$ cat src/rtl/fetch_pkg.sv
// fetch_pkg
// Shared definitions for the instruction-fetch slice.
//   INSTR_BYTES   - size of one instruction word in bytes (PC step)
//   DEFAULT_XLEN  - default PC / instruction width
//   fetch_entry_t - one prefetch queue entry {pc, instr} at the default width
package fetch_pkg;

  localparam int INSTR_BYTES  = 4;
  localparam int DEFAULT_XLEN = 32;

  typedef struct packed {
    logic [DEFAULT_XLEN-1:0] pc;
    logic [DEFAULT_XLEN-1:0] instr;
  } fetch_entry_t;

endpackage

$ cat src/rtl/fetch_fifo.sv
// fetch_fifo
// Synchronous FIFO holding fetched {pc, instr} entries.
// Ports:
//   clk, rst  - clock, synchronous active-high reset
//   flush     - empties the FIFO; wins over push and pop in the same cycle
//   push      - write pushData at the tail
//   pushData  - entry to write
//   pop       - drop the head entry
//   count     - number of valid entries (0..DEPTH)
//   head      - current head entry (storage contents, meaningful when count != 0)
module fetch_fifo
  import fetch_pkg::*;
#(
  parameter int  DEPTH = 4,
  parameter type T     = fetch_entry_t,
  localparam int CW    = $clog2(DEPTH) + 1
) (
  input  logic          clk,
  input  logic          rst,
  input  logic          flush,
  input  logic          push,
  input  T              pushData,
  input  logic          pop,
  output logic [CW-1:0] count,
  output T              head
);

  localparam int AW = $clog2(DEPTH);

  T              r_mem [DEPTH];
  logic [AW-1:0] r_rdPtr;
  logic [AW-1:0] r_wrPtr;
  logic [CW-1:0] r_count;

  logic w_full;
  logic w_empty;
  logic w_doPush;
  logic w_doPop;

  assign w_full  = (r_count == CW'(DEPTH));
  assign w_empty = (r_count == '0);

  // A push into a full FIFO is only accepted when the head leaves in the
  // same cycle; the fetch stage never relies on this, but it keeps the
  // FIFO from corrupting itself if misused.
  assign w_doPush = push && (!w_full || pop);
  assign w_doPop  = pop && !w_empty;

  // Pointers and occupancy. Pointers wrap naturally since DEPTH is a
  // power of two.
  always_ff @(posedge clk) begin
    if (rst || flush) begin
      r_rdPtr <= '0;
      r_wrPtr <= '0;
      r_count <= '0;
    end else begin
      if (w_doPush) begin
        r_wrPtr <= r_wrPtr + 1'b1;
      end
      if (w_doPop) begin
        r_rdPtr <= r_rdPtr + 1'b1;
      end
      case ({w_doPush, w_doPop})
        2'b10:   r_count <= r_count + 1'b1;
        2'b01:   r_count <= r_count - 1'b1;
        default: r_count <= r_count;
      endcase
    end
  end

  // Storage is not reset; a write during flush is harmless because the
  // pointers are cleared in the same edge.
  always_ff @(posedge clk) begin
    if (w_doPush) begin
      r_mem[r_wrPtr] <= pushData;
    end
  end

  assign count = r_count;
  assign head  = r_mem[r_rdPtr];

endmodule

$ cat src/rtl/fetch_stage.sv
// fetch_stage
// Instruction-fetch stage: owns the PC, issues sequential word reads to a
// synchronous-read instruction memory and buffers {pc, instr} pairs in a
// prefetch queue that drains to decode over valid/ready.
// Ports:
//   clk, rst         - clock, synchronous active-high reset
//   redirect_valid   - branch/jump redirect this cycle
//   redirect_pc      - new fetch PC (low two bits ignored)
//   imem_req         - memory read request this cycle
//   imem_addr        - word-aligned read byte address
//   imem_rdata       - read data, valid the cycle after imem_req
//   out_valid        - queue head holds an instruction
//   out_ready        - decode accepts the head this cycle
//   out_pc           - PC of the head instruction
//   out_pc_next      - out_pc + 4 (wrapping)
//   out_instr        - head instruction
module fetch_stage
  import fetch_pkg::*;
#(
  parameter int              XLEN     = DEFAULT_XLEN,
  parameter int              DEPTH    = 4,
  parameter logic [XLEN-1:0] RESET_PC = '0
) (
  input  logic            clk,
  input  logic            rst,
  input  logic            redirect_valid,
  input  logic [XLEN-1:0] redirect_pc,
  output logic            imem_req,
  output logic [XLEN-1:0] imem_addr,
  input  logic [XLEN-1:0] imem_rdata,
  output logic            out_valid,
  input  logic            out_ready,
  output logic [XLEN-1:0] out_pc,
  output logic [XLEN-1:0] out_pc_next,
  output logic [XLEN-1:0] out_instr
);

  localparam int CW = $clog2(DEPTH) + 1;
  localparam int OW = CW + 1;

  typedef struct packed {
    logic [XLEN-1:0] pc;
    logic [XLEN-1:0] instr;
  } entry_t;

  logic [XLEN-1:0] r_pc;
  logic [XLEN-1:0] r_reqPc;
  logic            r_inflight;

  logic [CW-1:0]   w_count;
  logic [OW-1:0]   w_occupancy;
  logic            w_slotFree;
  logic            w_pop;
  entry_t          w_head;
  entry_t          w_pushData;
  logic [1:0]      w_unusedPcBits;

  assign w_unusedPcBits = redirect_pc[1:0];

  // A slot is reserved for every read in flight, so a response always has
  // room in the queue when it lands.
  assign w_occupancy = {1'b0, w_count} + OW'(r_inflight);
  assign w_slotFree  = (w_occupancy < OW'(DEPTH));

  assign imem_req  = !rst && !redirect_valid && w_slotFree;
  assign imem_addr = r_pc;

  // PC register and in-flight tracking. A redirect (or reset) clears the
  // in-flight flag, so the response that would otherwise land next cycle
  // is never pushed; the queue flush in the same edge kills the one
  // landing now.
  always_ff @(posedge clk) begin
    if (rst) begin
      r_pc       <= {RESET_PC[XLEN-1:2], 2'b00};
      r_reqPc    <= {RESET_PC[XLEN-1:2], 2'b00};
      r_inflight <= 1'b0;
    end else if (redirect_valid) begin
      r_pc       <= {redirect_pc[XLEN-1:2], 2'b00};
      r_inflight <= 1'b0;
    end else begin
      r_inflight <= imem_req;
      if (imem_req) begin
        r_pc    <= r_pc + XLEN'(INSTR_BYTES);
        r_reqPc <= r_pc;
      end
    end
  end

  assign w_pushData = '{pc: r_reqPc, instr: imem_rdata};
  assign w_pop      = out_valid && out_ready;

  fetch_fifo #(
    .DEPTH (DEPTH),
    .T     (entry_t)
  ) u_fifo (
    .clk      (clk),
    .rst      (rst),
    .flush    (redirect_valid),
    .push     (r_inflight),
    .pushData (w_pushData),
    .pop      (w_pop),
    .count    (w_count),
    .head     (w_head)
  );

  assign out_valid   = (w_count != '0);
  assign out_pc      = w_head.pc;
  assign out_instr   = w_head.instr;
  assign out_pc_next = w_head.pc + XLEN'(INSTR_BYTES);

endmodule
$ cat config.mk
export PLATFORM = sky130hd
export DESIGN_NAME = fetch_stage
export DESIGN_NICKNAME = d
export VERILOG_FILES = /design/src/rtl/fetch_pkg.sv /design/src/rtl/fetch_fifo.sv /design/src/rtl/fetch_stage.sv
export SDC_FILE = /design/constraint.sdc
export NUM_CORES = 1
export LEC_CHECK = 0
export CAP_MARGIN = 20
export CORE_UTILIZATION = 38
export CTS_CLUSTER_SIZE = 12
export DETAILED_ROUTE_END_ITERATION = 8
export MAX_ROUTING_LAYER = met4
export PLACE_DENSITY_LB_ADDON = 0.05
export SKIP_LAST_GASP = 1
export SLEW_MARGIN = 20
export SYNTH_ARGS = -nofsm -noshare
export SYNTH_HDL_FRONTEND = slang
export SYNTH_HIERARCHICAL = 1
export SYNTH_SLANG_ARGS = --single-unit
$ cat constraint.sdc
create_clock -name clk -period 3.28 [get_ports clk]
set_input_delay 0.82 -clock clk [delete_from_list [all_inputs] [get_ports clk]]
set_output_delay 0.82 -clock clk [all_outputs]
set_load 0.05 [all_outputs]
==> out/results.ini <==
[status]
run_status = complete, but fails checks
violations = negative setup slack

[timing]
finalWorstPathRequiredPeriod_ps = 3566
worst_slack_ps = -286.1
drv_slew = 0
hold_viol = 0
tightest_slew_ps = 698.5
setup-tns-final_ps = -3907
finalSetupViolCount = 21
clock.fmax_ghz = 0.2804
period_share_pct = 108.7
slew_headroom_pct = 53.43
grt_setup_unrepaired = true
fin_skew_ps = 16.56

[die]
core_area_mm2 = 0.03362
die_h_um = 187.1
num_rows = 67
die_w_um = 187.1
ioPinCount = 198
dieArea_mm2 = 0.03502
initial_utilization_pct = 38.75

[route]
routed_wl_um = 28850
dr.pass1.iters = 5
wire_per_inst_um = 18.47
routed-via-count = 7792
drtIter0Drc = 498
drcViolationCount = 0
postRouteAntennaNets = 0
viasPerCell = 4.988

[clock_tree]
numCtsBuffers = 36
cts.htree.levels = 2
cts_buffer_depth = 3
clk_pin_slew_ps = 60
clock-sinks = 326
cts_tree = yes
cts_hold_buf = 0
worstSkewPairLatency_ps = 500
clockRootBuffer = clkbuf_16

[global_routing]
grt_start_max_net_pins = 65
antenna_found_initial = 0
grt_pass1_wl_um = 46070
grt_overflow = 0
grt_use_total_pct = 17.28
grt_pass1_vias = 7962

[critical_path]
r2r_slack_ps = 380
cp.arrival_ps = 2750
cp-start-kind = register
worstPathMaxFanout = 9
worstSetupPathType = register to output pin
reg2reg_from = u_fifo/count[1]
r2r_cells = 11
endpoint_kind = output pin
crit_end = out_pc_next[19]
timing.rr.end = u_fifo/count[2]
worstPathRequired_ps = 2460

[placed_design]
place_inst = 1483
dp_hpwl_um = 19090
port_buffers = 193
place.gp.congestion = 0.8202

[final_layout]
syn2layout_area_growth_pct = 36.39
nFillCells = 2817
insertedDiodeCount = 0
nets = 1165
drive_above_1_share_pct = 31.78
final_cells = 1562

[synth]
synth_seq_area_share_pct = 69.77
syn-cell-area_mm2 = 0.01303
avgSynthCellArea_um2 = 15.89
synthTopCellsByCount = 256 x edfxtp_1, 95 x nand2_1, 70 x dfxtp_1
synth_top_area_cell = edfxtp_1
synth_cell_types = 55
synth_edf_count = 256
dominantRegCellSynth = edfxtp_1
ys_seq_elements = 326
synth_top_area_share_pct = 59.01
syn_inst = 820
async_reset_ff_share_pct = 0
ys_warn_count = 6
synth_area_leaders = edfxtp_1 59%, mux4_2 11%, dfxtp_1 11%
synth.most_common_cell = edfxtp_1

[min_path]
hp-class = register to register

[run]
cap_violations = 0

[power_and_ir_drop]
ir_drop_mv = 0.2674
power_density_mw_per_mm2 = 514.1
power.leakage_uw = 0.006089

## flip-flops by register name (all words and copies together) (netlist names), named ones only
signal          flops
u_fifo/r_mem      256
imem_addr          30
r_reqPc            30
u_fifo/count        3
u_fifo/r_rdPtr      2
u_fifo/r_wrPtr      2
r_inflight          1
## worst max-delay path, cell delays in order, from the launching register on
cell     delay [ps]
dfxtp_4         360
buf_12          150
mux4_2          350
nand4_1         190
buf_4           200
nor4_2          240
buf_4           160
nand4_1         180
xnor2_4         250
buf_12          160
## routing by layer
metal	wire, um	vias up	global-route usage (%)
li1	-	3715	-
met1	13300	3821	23.74
met2	13430	208	26.39
met3	1482	48	2.852
met4	634	0	5.170
met5	0	-	-
## worst min path at each step
stage                      from             endpoint  slack, ps  depth (start not counted)
global placement     r_reqPc[5]           r_reqPc[5]        480                          2
CTS                 r_reqPc[22]          r_reqPc[22]        500                          2
global route        r_reqPc[18]          r_reqPc[18]        520                          2
floorplan            r_reqPc[2]  u_fifo/r_mem[0][34]        460                          0
finish              r_reqPc[22]          r_reqPc[22]        500                          2
detailed placement  r_reqPc[22]          r_reqPc[22]        490                          2
## through the flow
stage	setup WS (ps)	hold slack, ps	utilization (%)	instance area [um2]	power (uW)
floorplan	-179.8	460.0	-	13410	5121
global placement	-30.67	482.9	48.65	16350	5467
detailed placement	-52.26	490.8	48.65	16350	5469
CTS	-338.4	498.7	52.54	17660	9257
global route	-411.0	523.7	52.85	17770	9463
finish	-286.1	496.9	52.85	17770	9133
## cell type report
type                       count  area [um2]  share of cell area [%]
sequential                   326        9096                   51.20
inverter                      14       53.80                  0.3028
tap                          448       560.5                   3.155
clock inverter                10       71.32                  0.4014
clock buffer                  53        1033                   5.817
multi-input combinational    444        4159                   23.41
timing repair buffer         267        2793                   15.72
## cell usage in the layout (no fill, tap or decap), types with 6 or more instances in the layout
cell type        count
a21oi_1             42
a22oi_1              6
a31oi_1             17
and2_1               7
and3_1               9
and3_4               6
buf_12              43
buf_4              125
clkbuf_1            10
clkbuf_16           37
clkdlybuf4s50_1     95
conb_1              10
dfxtp_1             68
edfxtp_1           256
ha_1                 6
inv_1               11
mux4_2              64
nand2_1             90
nand2_2              6
nand3_1             20
nand4_1             16
nor2_1              19
o21ai_0              6
o22ai_1              7
or4_1                6
xnor2_2             10
xnor2_4             10
xor2_1              12
## repair_timing
item,in CTS,in global routing
gates cloned,0,0
pin swaps,20,8
endpoints found under the setup margin,23,39
setup buffers,13,3
gates resized for setup,22,15
## power by group
group | internal [uW] | switching (uW) | leakage, uW
clock | 2250 | 1490 | 0.000540
combinational | 321 | 479 | 0.00257
sequential | 4520 | 67.1 | 0.00298
total | 7090 | 2040 | 0.00609
## logic make-up (layout without fill, tap and decap cells)
kind of cell	after synthesis	count (layout)	synth area share, %
AO/OA/AOI/OAI	99	99	4.764
adder cells (fa/ha/maj)	8	8	0.8260
multiplexers	68	68	11.41
XOR/XNOR	40	40	2.689
other	1	10	0.02879
flip-flops	326	326	69.77
buffers and inverters	59	344	2.180
AND/OR/NAND/NOR	219	219	8.328
Power figures use the tool's default switching activity.
